### src/rtl/wsp_instr_loader.sv
// Wrapper serial port WIR loader: capture/shift/update sequencer.
// Define WIR_READBACK_EN to collect the old WIR contents on readback.
module wsp_instr_loader #(
    parameter int IR_LEN = 12
) (
    input  logic              WRCK,
    input  logic              WRST,
    input  logic              start,
    input  logic              abort,
    input  logic [IR_LEN-1:0] instr,
    input  logic              WSO,
    output logic              busy,
    output logic              done,
    output logic              aborted,
    output logic              SelectWIR,
    output logic              CaptureWR,
    output logic              ShiftWR,
    output logic              UpdateWR,
    output logic              WSI,
    output logic [IR_LEN-1:0] readback
);

    localparam int CW = $clog2(IR_LEN);
    localparam logic [CW-1:0] LAST = CW'(IR_LEN - 1);

    typedef enum logic [2:0] {
        IDLE,
        CAPTURE,
        SHIFT,
        UPDATE,
        DONE
    } state_t;

    state_t            state;
    logic [CW-1:0]     cnt;
    logic [CW-1:0]     cnt_nxt;
    logic [IR_LEN-1:0] instr_q;

    assign cnt_nxt = cnt + CW'(1);

    always_ff @(posedge WRCK or posedge WRST) begin
        if (WRST) begin
            state     <= IDLE;
            cnt       <= '0;
            instr_q   <= '0;
            busy      <= 1'b0;
            done      <= 1'b0;
            aborted   <= 1'b0;
            SelectWIR <= 1'b0;
            CaptureWR <= 1'b0;
            ShiftWR   <= 1'b0;
            UpdateWR  <= 1'b0;
            WSI       <= 1'b0;
        end else begin
            done    <= 1'b0;
            aborted <= 1'b0;
            unique case (state)
                IDLE: begin
                    if (start && !abort) begin
                        state     <= CAPTURE;
                        instr_q   <= instr;
                        cnt       <= '0;
                        busy      <= 1'b1;
                        SelectWIR <= 1'b1;
                        CaptureWR <= 1'b1;
                    end
                end
                CAPTURE, SHIFT: begin
                    if (abort) begin
                        // Cancel before UpdateWR so the WIR keeps its old code
                        state     <= IDLE;
                        busy      <= 1'b0;
                        aborted   <= 1'b1;
                        SelectWIR <= 1'b0;
                        CaptureWR <= 1'b0;
                        ShiftWR   <= 1'b0;
                        WSI       <= 1'b0;
                    end else if (state == CAPTURE) begin
                        state     <= SHIFT;
                        CaptureWR <= 1'b0;
                        ShiftWR   <= 1'b1;
                        WSI       <= instr_q[0];
                    end else if (cnt == LAST) begin
                        state    <= UPDATE;
                        ShiftWR  <= 1'b0;
                        UpdateWR <= 1'b1;
                        WSI      <= 1'b0;
                    end else begin
                        cnt <= cnt_nxt;
                        WSI <= instr_q[cnt_nxt];
                    end
                end
                UPDATE: begin
                    state     <= DONE;
                    UpdateWR  <= 1'b0;
                    SelectWIR <= 1'b0;
                    done      <= 1'b1;
                end
                DONE: begin
                    state <= IDLE;
                    busy  <= 1'b0;
                end
                default: begin
                    state     <= IDLE;
                    busy      <= 1'b0;
                    SelectWIR <= 1'b0;
                    CaptureWR <= 1'b0;
                    ShiftWR   <= 1'b0;
                    UpdateWR  <= 1'b0;
                    WSI       <= 1'b0;
                end
            endcase
        end
    end

`ifdef WIR_READBACK_EN
    logic [IR_LEN-1:0] rb_q;

    // First bit out of the WIR ends up in bit 0 after a full shift
    always_ff @(posedge WRCK or posedge WRST) begin
        if (WRST) begin
            rb_q <= '0;
        end else if (state == SHIFT) begin
            rb_q <= {WSO, rb_q[IR_LEN-1:1]};
        end
    end

    assign readback = rb_q;
`else
    logic unused_wso;

    assign unused_wso = WSO;
    assign readback   = '0;
`endif

endmodule

### config.mk
export PLATFORM = sky130hd
export DESIGN_NAME = wsp_instr_loader
export DESIGN_NICKNAME = d
export VERILOG_FILES = /design/src/rtl/wsp_instr_loader.sv
export SDC_FILE = /design/constraint.sdc
export NUM_CORES = 1
export LEC_CHECK = 0
export ABC_CLOCK_PERIOD_IN_PS = 4250
export CAP_MARGIN = 20
export CORE_ASPECT_RATIO = 0.75
export CORE_MARGIN = 5
export CORE_UTILIZATION = 50
export DETAILED_ROUTE_END_ITERATION = 6
export PLACE_DENSITY_LB_ADDON = 0.25
export SKIP_LAST_GASP = 1
export SLEW_MARGIN = 20
export SYNTH_ARGS = -nofsm -noshare
export SYNTH_HDL_FRONTEND = slang
export SYNTH_SLANG_ARGS = --single-unit
### constraint.sdc
create_clock -name WRCK -period 4.25 [get_ports WRCK]
set_clock_uncertainty 0.15 [all_clocks]
set_input_delay 0.6375 -clock WRCK [delete_from_list [all_inputs] [get_ports WRCK]]
set_output_delay 0.6375 -clock WRCK [all_outputs]
set_load 0.05 [all_outputs]
# After elaboration in Yosys (flattened, before gate mapping)
# Cells that the tools add are included.
[op_classes]
add_sub_neg = 1
order_cmp = 1
n_eq_ne = 13
n_mux = 34
bitwise_logic = 5
n_reduce_logical = 16
[op_table]
columns = ["cell", "n"]
rows = [
  ["$mux W1", 17],
  ["$mux W4", 4],
  ["$mux W3", 4],
  ["$ne A2 B2 Y1 const B", 6],
  ["$pmux W1 S3", 3],
  ["$pmux W3 S3", 1],
  ["$reduce_and A3 Y1", 3],
  ["$pmux W4 S2", 1],
  ["$eq A3 B2 Y1 const B", 2],
  ["$pmux W1 S2", 3],
  ["$reduce_and A2 Y1", 3],
  ["$reduce_or A2 Y1", 3],
  ["$lt A4 B5 Y1 const B", 1],
  ["$not A1 Y1", 5],
  ["$reduce_and A5 Y1", 1],
  ["$add A4 B1 Y4 const B", 1],
  ["$bmux W1 S4", 1],
  ["$eq A4 B4 Y1 const B", 1],
  ["$ne A4 B4 Y1 const B", 1],
  ["$reduce_and A4 Y1", 1],
  ["$eq A3 B1 Y1 const B", 1],
  ["$eq A3 B3 Y1 const B", 1],
  ["$logic_not A3 Y1", 1],
  ["$ne A3 B3 Y1 const B", 1],
  ["other kinds (4)", 4],
]
[word_totals]
regBits = 27
in_bits = 17
out_inout_bits = 20

# Depth between registers and ports, before layout
# Gate-level depths: netlist (run 1).
[logic_depth]
depth_word = 7
ltp_mapped = 5
mapped_depth_nobuf = 5

# Worst setup path after synthesis (run 1)
# Ideal clock, no wire load.
[synth_path]
kind = "reg-to-reg"
startpoint = "register cnt[0]"
endpoint = "register WSI"
setup_time_ns = 0.133
arrival_time_ns = 1.547
t_required_ns = 3.967
path_slack_ns = 2.420
stages_incl_launch_ff = 6
path_buffers = 0
synth_period_minus_slack_ns = 1.830
path_cell_list = "dfrtp_1 > ha_1 > mux4_2 > and2_1 > a311oi_1 > o31ai_1"
[synth_between]
elab_chain_len = 7
elab_cells_between_ends = 8
classes_between = "add/sub (1); eq/ne (1); mux (6)"
[synth_rtl]
columns = ["item", "line", "rtl"]
rows = [
  ["start, declared", "35", "logic [CW-1:0] cnt;"],
  ["start signal, assigned", "89", "cnt <= cnt_nxt;"],
  ["$add A4 B1 Y4", "39", "assign cnt_nxt = cnt + CW'(1);"],
  ["$bmux W1 S4", "90", "WSI <= instr_q[cnt_nxt];"],
  ["$mux W1 (not written as such)", "90", ""],
  ["$mux W1 *", "83", "end else if (cnt == LAST) begin"],
  ["$mux W1 *", "78", "end else if (state == CAPTURE) begin"],
  ["$mux W1 *", "69", "if (abort) begin"],
  ["$pmux W1 S2 *", "57", "unique case (state)"],
  ["end signal, assigned", "82", "WSI <= instr_q[0];"],
  ["end signal, assigned", "90", ""],
  ["end, declared", "19", "output logic WSI,"],
]
# Mark *: on every way between the ends. The rest lies on a longest branch, timed or not. The select of a mux whose other input is x is not followed.
# A chain may end at the register's enable or synchronous reset.

# Final worst setup path (run 1)
[layout_path]
startpoint = "input abort"
endpoint = "register instr_q[6]"
[layout_between]
elab_chain_len = 3
[layout_rtl]
columns = ["item", "line", "rtl"]
rows = [
  ["start, declared", "9", "input logic abort,"],
  ["$logic_not A1 Y1", "59", "if (start && !abort) begin"],
  ["$logic_and A1 B1 Y1", "59", ""],
  ["$reduce_and A2 Y1 (no source line)", "--", ""],
  ["end signal, assigned", "61", "instr_q <= instr;"],
  ["end, declared", "37", "logic [IR_LEN-1:0] instr_q;"],
]
# Every way passes these cells.

==> results of run 1 <==
synth_stat cells, drive strengths merged (2+ instances only):
cell / n
nor3b: 2
buf: 16
and2: 2
dfrtp: 27
xnor2: 2
nand2: 5
nor2: 7
o21ai: 7
nand3: 4
inv: 6
mux2i: 3
mux2: 12
o211a: 2
mux4: 3
a21oi: 5
path summary, 6_finish.rpt:
kind / end / from / slack (ps)
max: instr_q[6]$_DFFE_PP0P_ / abort / 1950
min: instr_q[1]$_DFFE_PP0P_ / instr_q[1]$_DFFE_PP0P_ / 360
max reg2reg: WSI$_DFFE_PP0N_ / cnt[0]$_DFFE_PP0P_ / 2210
min reg2reg: instr_q[1]$_DFFE_PP0P_ / instr_q[1]$_DFFE_PP0P_ / 360
max in group asynchronous: UpdateWR$_DFFE_PP0P_ / WRST / 3010
min in group asynchronous: ShiftWR$_DFFE_PP0P_ / WRST / 580
per-layer routing:
layer | routed length (microns) | GRT usage (%) | part of all wire (%)
met5 | 0 | 0 | 0
met1 | 1090 | 18.1 | 46
met3 | 184 | 4.51 | 7.7
met4 | 8 | 1.61 | 0.34
met2 | 1100 | 19.9 | 46
state kept, by name, indices dropped and copies added (netlist names):
register   flops
instr_q       12
cnt            4
state          3
CaptureWR      1
SelectWIR      1
ShiftWR        1
UpdateWR       1
WSI            1
aborted        1
busy           1
done           1
power breakdown:
group / leakage, nW / total [mW] / switching, mW / internal (mW)
clock: 0.0255 / 0.143 / 0.0772 / 0.0656
sequential: 0.333 / 0.350 / 0.0387 / 0.311
combinational: 0.394 / 0.278 / 0.156 / 0.122
stage by stage:
step / std cells / worst slack (ps)
4_1_cts: 180 / 1950
5_1_grt: 180 / 1770
2_1_floorplan: 133 / 2420
3_3_place_gp: 176 / 1700
6_report: 180 / 1950
3_5_place_dp: 176 / 1660
layout make-up:
type	instances	area [sq um]	area share, %
clock buffer	3	41.3	2.52
multi-input combinational	84	616	37.6
clock inverter	1	5.00	0.306
tap	36	45.0	2.75
inverter	6	22.5	1.38
sequential	27	676	41.3
timing repair buffer	23	230	14.1
worst max-delay path, delay by kind of cell:
kind / cells / cell delay, ps
simple gates: 2 / 670
buf+inv: 1 / 550
mux: 1 / 450
kinds of logic (layout without fill, tap and decap cells):
kind of cell / after synthesis / count (layout) / share of synthesized area (%)
XOR/XNOR: 3 / 3 / 1.89
AO/OA/AOI/OAI: 20 / 20 / 9.08
flip-flops: 27 / 27 / 48.6
adder cells (fa/ha/maj): 1 / 1 / 0.899
multiplexers: 18 / 18 / 17.3
other: 1 / 12 / 0.270
AND/OR/NAND/NOR: 30 / 30 / 11.9
buffers and inverters: 22 / 33 / 10.2
==> impl_metrics.ini, run 1 <==
[final_layout]
antenna_cells_inserted = 0
final_cell_area_sq_um = 1640
post_route_cells_drive_above_1_share_pct = 13.9
mostFrequentLayoutCells = 27 x dfrtp_1, 23 x clkdlybuf4s50_1, 12 x mux2_2, 12 x conb_1
finalNetCount = 163
synthToLayoutAreaGrowth_pct = 17.5
layout.cells.most_common = dfrtp_1
fillers = 225
final_core_utilization_pct = 61.9

[place]
io_buffer_count = 23
place_area_sq_um = 1590
dp.final_hpwl_microns = 1800
place_congestion = 0.793

[synth]
synth.distinct_cells = 37
synth-edff-count = 0
yosysSeqAreaShare_pct = 48.6
syn_inst = 122
synth-async-reset-ratio_pct = 100
synth_top_cell_area_share_pct = 48.6
synth_seq_cells = 27
synth.yosys.warnings = 0
synth_area_per_cell_sq_um = 11.4
synth_flop_cell = dfrtp_1
post-synth-top-area-cell = dfrtp_1
synth.area.top_cells = dfrtp_1 49%, mux2_2 9.7%, buf_4 7.0%
area_of_the_mapped_netlist_sq_um = 1390

[clock_network]
ctsRootBufferMaster = clkbuf_8
tritoncts = yes
clk_transition_reported_paths_ps = 90
post_cts_hold_buffer_count = 0
clock_sink_count = 27
clk_latency_ps = 270
cts.repair.resized = 0
htree_num_levels = 1
cts_setup_buffers = 0
cts_made_buffers = 3
clock_tree.buffer_depth = 2

[floorplan]
floorplan.initialDensity_pct = 52.7
fp-row-count = 16
design.die.area_sq_um = 3950
floorplan.core_area_sq_um = 2640
die_x_microns = 70.9
pin_count = 37
floorplan.die.height_microns = 55.7

[power]
leakage_power_nw = 0.753
design_power_total_mw = 0.771
vdd.ir_drop.worst_uv = 273
cellPowerDensity_nw_per_um2 = 471

[worst_setup_path]
crit_path_max_incr_delay_ps = 550
startpoint_type = input port
timing_worst_setup_path_type = in -> reg
path_cells = clkdlybuf4s50_1, nor2_1, nand3_1, mux2_2
crit_fanout = 14
critical-path-slowest-cell = clkdlybuf4s50_1
timing.critical_path.to_type = register
critical_path_arrival_ps = 2310
worstPathRequired_ps = 4260
worst-r2r-cell-count = 5

[global_route]
grt.total_usage_pct = 13.0
grt_remaining_overflow = 0
antenna_found_initial = 0
first_pass_grt_wire_length_microns = 4220
maximum_number_of_pins_on_one_net_before_global_route_repair = 28
grt_pass1_vias = 916

[timing]
finish_stage_setup_viols = 0
worstMarginPinSlew_ps = 615
report.final.slew_viol_count = 0
finalCritPeriodShare_pct = 54.2
rsz0062_at_grt = false
hold_ws_ps = 356
final_setup_tns_ps = 0
period_needed_ps = 2300
hold_viol = 0
max_freq_mhz = 434
relSlewSlack_pct = 58.9

[drt]
drc = 0
avgViaCountPerCell = 5.10
antenna_left = 0
drt-pass1-iter-count = 4
drt-wirelength-per-cell_microns = 13.2
violation_count_after_the_first_detailed_route_iteration = 52
postRouteWirelength_microns = 2380
dr_vias = 918

[min_path]
hp-class = reg -> reg
timing.hold.worst_path_depth = 1

[status]
outcome = finished, final reports clean

[job]
max_cap_viol_count = 0
No activity file was read; power rests on OpenSTA's default activity.
==> run 2, diff against run 1 <==
- ABC_CLOCK_PERIOD_IN_PS: 4250 -> 2000
- CORE_UTILIZATION: 50 -> 43
- clock period: 4.25 -> 2 ns (I/O delays scaled with it)
==> run 2 against run 1 <==
Sequential power is 110% higher; cell count is 6.1% higher; critical endpoint is now ShiftWR; design area up 4.1%; total power up 120%; highest routed layer unchanged.
==> impl_metrics.ini, run 2 (synthesized netlist as in run 1, its figures left out) <==
[final_layout]
layout.cells.most_common = dfrtp_1
antenna_cells_inserted = 0
synthToLayoutAreaGrowth_pct = 22.4
largest_reg_flops = 12
top_regs = instr_q x12, cnt x4, state x3
final_core_utilization_pct = 56.4
finalNetCount = 172
multi_input_comb_area_sq_um = 616
regMostFlops = instr_q
post_route_cells_drive_above_1_share_pct = 19.0
mostFrequentLayoutCells = 27 x dfrtp_1, 22 x clkdlybuf4s50_1, 12 x mux2_2, 12 x conb_1, 10 x buf_4
seq_area_sq_um = 676
fillers = 256

[worst_setup_path]
regToRegStartpoint = cnt[1]$_DFFE_PP0P_
rrSetupSlack_ps = 110
crit_fanout = 3
worstPathRequired_ps = 1550
timing.critical_path.to_type = primary output
startpoint_type = register
critical_path_arrival_ps = 1460
timing.critical_path.buf_inv = 1
worst-r2r-cell-count = 4
path_cells = clkdlybuf4s50_1
timing_worst_setup_path_type = reg -> out
critical-path-slowest-cell = clkdlybuf4s50_1
crit_path_max_incr_delay_ps = 810
critical-path-top-delay-family = buffers and inverters
r2r-end = WSI$_DFFE_PP0N_

[drt]
antenna_left = 0
violation_count_after_the_first_detailed_route_iteration = 94
drt-wirelength-per-cell_microns = 14.0
drc = 0
drt-pass1-iter-count = 4
avgViaCountPerCell = 5.22
dr_vias = 997
postRouteWirelength_microns = 2670

[power]
power_report.internal_total_mw = 1.08
power.switching_mw = 0.592
share_comb_of_total_power_pct = 37.8
switching_share_pct = 35.4
vdd.ir_drop.worst_uv = 523
cellPowerDensity_nw_per_um2 = 982
leakage_power_nw = 0.799
p_seq_share_pct = 43.9
clock_power_share_pct = 18.3

[clock_network]
cts_setup_buffers = 0
clock_tree.buffer_depth = 2
clk_transition_reported_paths_ps = 100
ctsRootBufferMaster = clkbuf_8
tritoncts = yes
cts.repair.resized = 0
cts_made_buffers = 3
clock_sink_count = 27
clk_latency_ps = 270
post_cts_hold_buffer_count = 0
htree_num_levels = 1

[global_route]
grt_pass1_vias = 960
antenna_found_initial = 0
maximum_number_of_pins_on_one_net_before_global_route_repair = 28
grt_remaining_overflow = 0
first_pass_grt_wire_length_microns = 4690
grt.total_usage_pct = 13.8

[floorplan]
fp-row-count = 17
floorplan.die.height_microns = 59.3
pin_count = 37
floorplan.initialDensity_pct = 46.1
design.die.area_sq_um = 4480
floorplan.core_area_sq_um = 3020
die_x_microns = 75.7

[timing]
finalCritPeriodShare_pct = 95.6
hold_viol = 0
report.final.slew_viol_count = 0
finish_stage_setup_viols = 0
period_needed_ps = 1910
rsz0062_at_grt = false
max_freq_mhz = 523
final_setup_tns_ps = 0

[place]
place_congestion = 0.767
dp.final_hpwl_microns = 2080
io_buffer_count = 23

[status]
outcome = finished, final reports clean

[min_path]
hp-class = in -> async

[job]
max_cap_viol_count = 0
==> run 2: cell count changes in the layout (fill, tap and decap cells not counted) <==
cell	delta
clkdlybuf4s50_1	-1
buf_4	+10
inv_1	+1
inv_2	-1
==> run 2: final cells by class <==
| cell class | count | area share, % |
|---|---|---|
| Clock inverter | 1 | 0.294 |
| Multi-Input combinational cell | 84 | 36.1 |
| Tap cell | 38 | 2.79 |
| Clock buffer | 3 | 2.42 |
| Sequential cell | 27 | 39.7 |
| Inverter | 6 | 1.32 |
| Timing Repair Buffer | 32 | 17.3 |
==> run 2: per-stage QoR <==
| stage | worst slack (ps) | instances | hold slack (ps) | cell area (sq um) | power, mW |
|---|---|---|---|---|---|
| 2_1_floorplan | 170 | 133 | 203 | 1430 | 1.20 |
| 3_3_place_gp | 82.3 | 187 | 331 | 1660 | 1.37 |
| 3_5_place_dp | 26.4 | 187 | 339 | 1660 | 1.38 |
| 4_1_cts | 72.9 | 191 | 247 | 1700 | 1.69 |
| 5_1_grt | 8.01 | 191 | 270 | 1700 | 1.77 |
| 6_report | 88.3 | 191 | 223 | 1700 | 1.67 |
==> run 2: worst max path at each step <==
stage	endpoint	cells past startpoint	from	slack, ps
global route	WSI$_DFFE_PP0N_	5	cnt[1]$_DFFE_PP0P_	8
floorplan	WSI$_DFFE_PP0N_	5	cnt[0]$_DFFE_PP0P_	170
finish	ShiftWR	1	ShiftWR$_DFFE_PP0P_	90
global placement	cnt[2]$_DFFE_PP0P_	5	abort	80
detailed placement	cnt[2]$_DFFE_PP0P_	5	abort	30
CTS	ShiftWR	1	ShiftWR$_DFFE_PP0P_	70
==> run 2: layer usage <==
layer	vias up	track usage, %	part of all wire [%]
met1	490	19.2	46
met2	35	21.2	46
met4	0	3.74	0.41
met5	-	0	0
li1	470	-	-
met3	2	3.73	7.4
==> run 2: power by group through the flow <==
stage          Sequential [mW]  Combinational [mW]  Clock (mW)
2_1_floorplan            0.872               0.325           0
3_3_place_gp             0.739               0.626           0
3_5_place_dp             0.747               0.635           0
4_1_cts                  0.736               0.636       0.314
5_1_grt                  0.754               0.675       0.341
6_report                 0.734               0.631       0.306
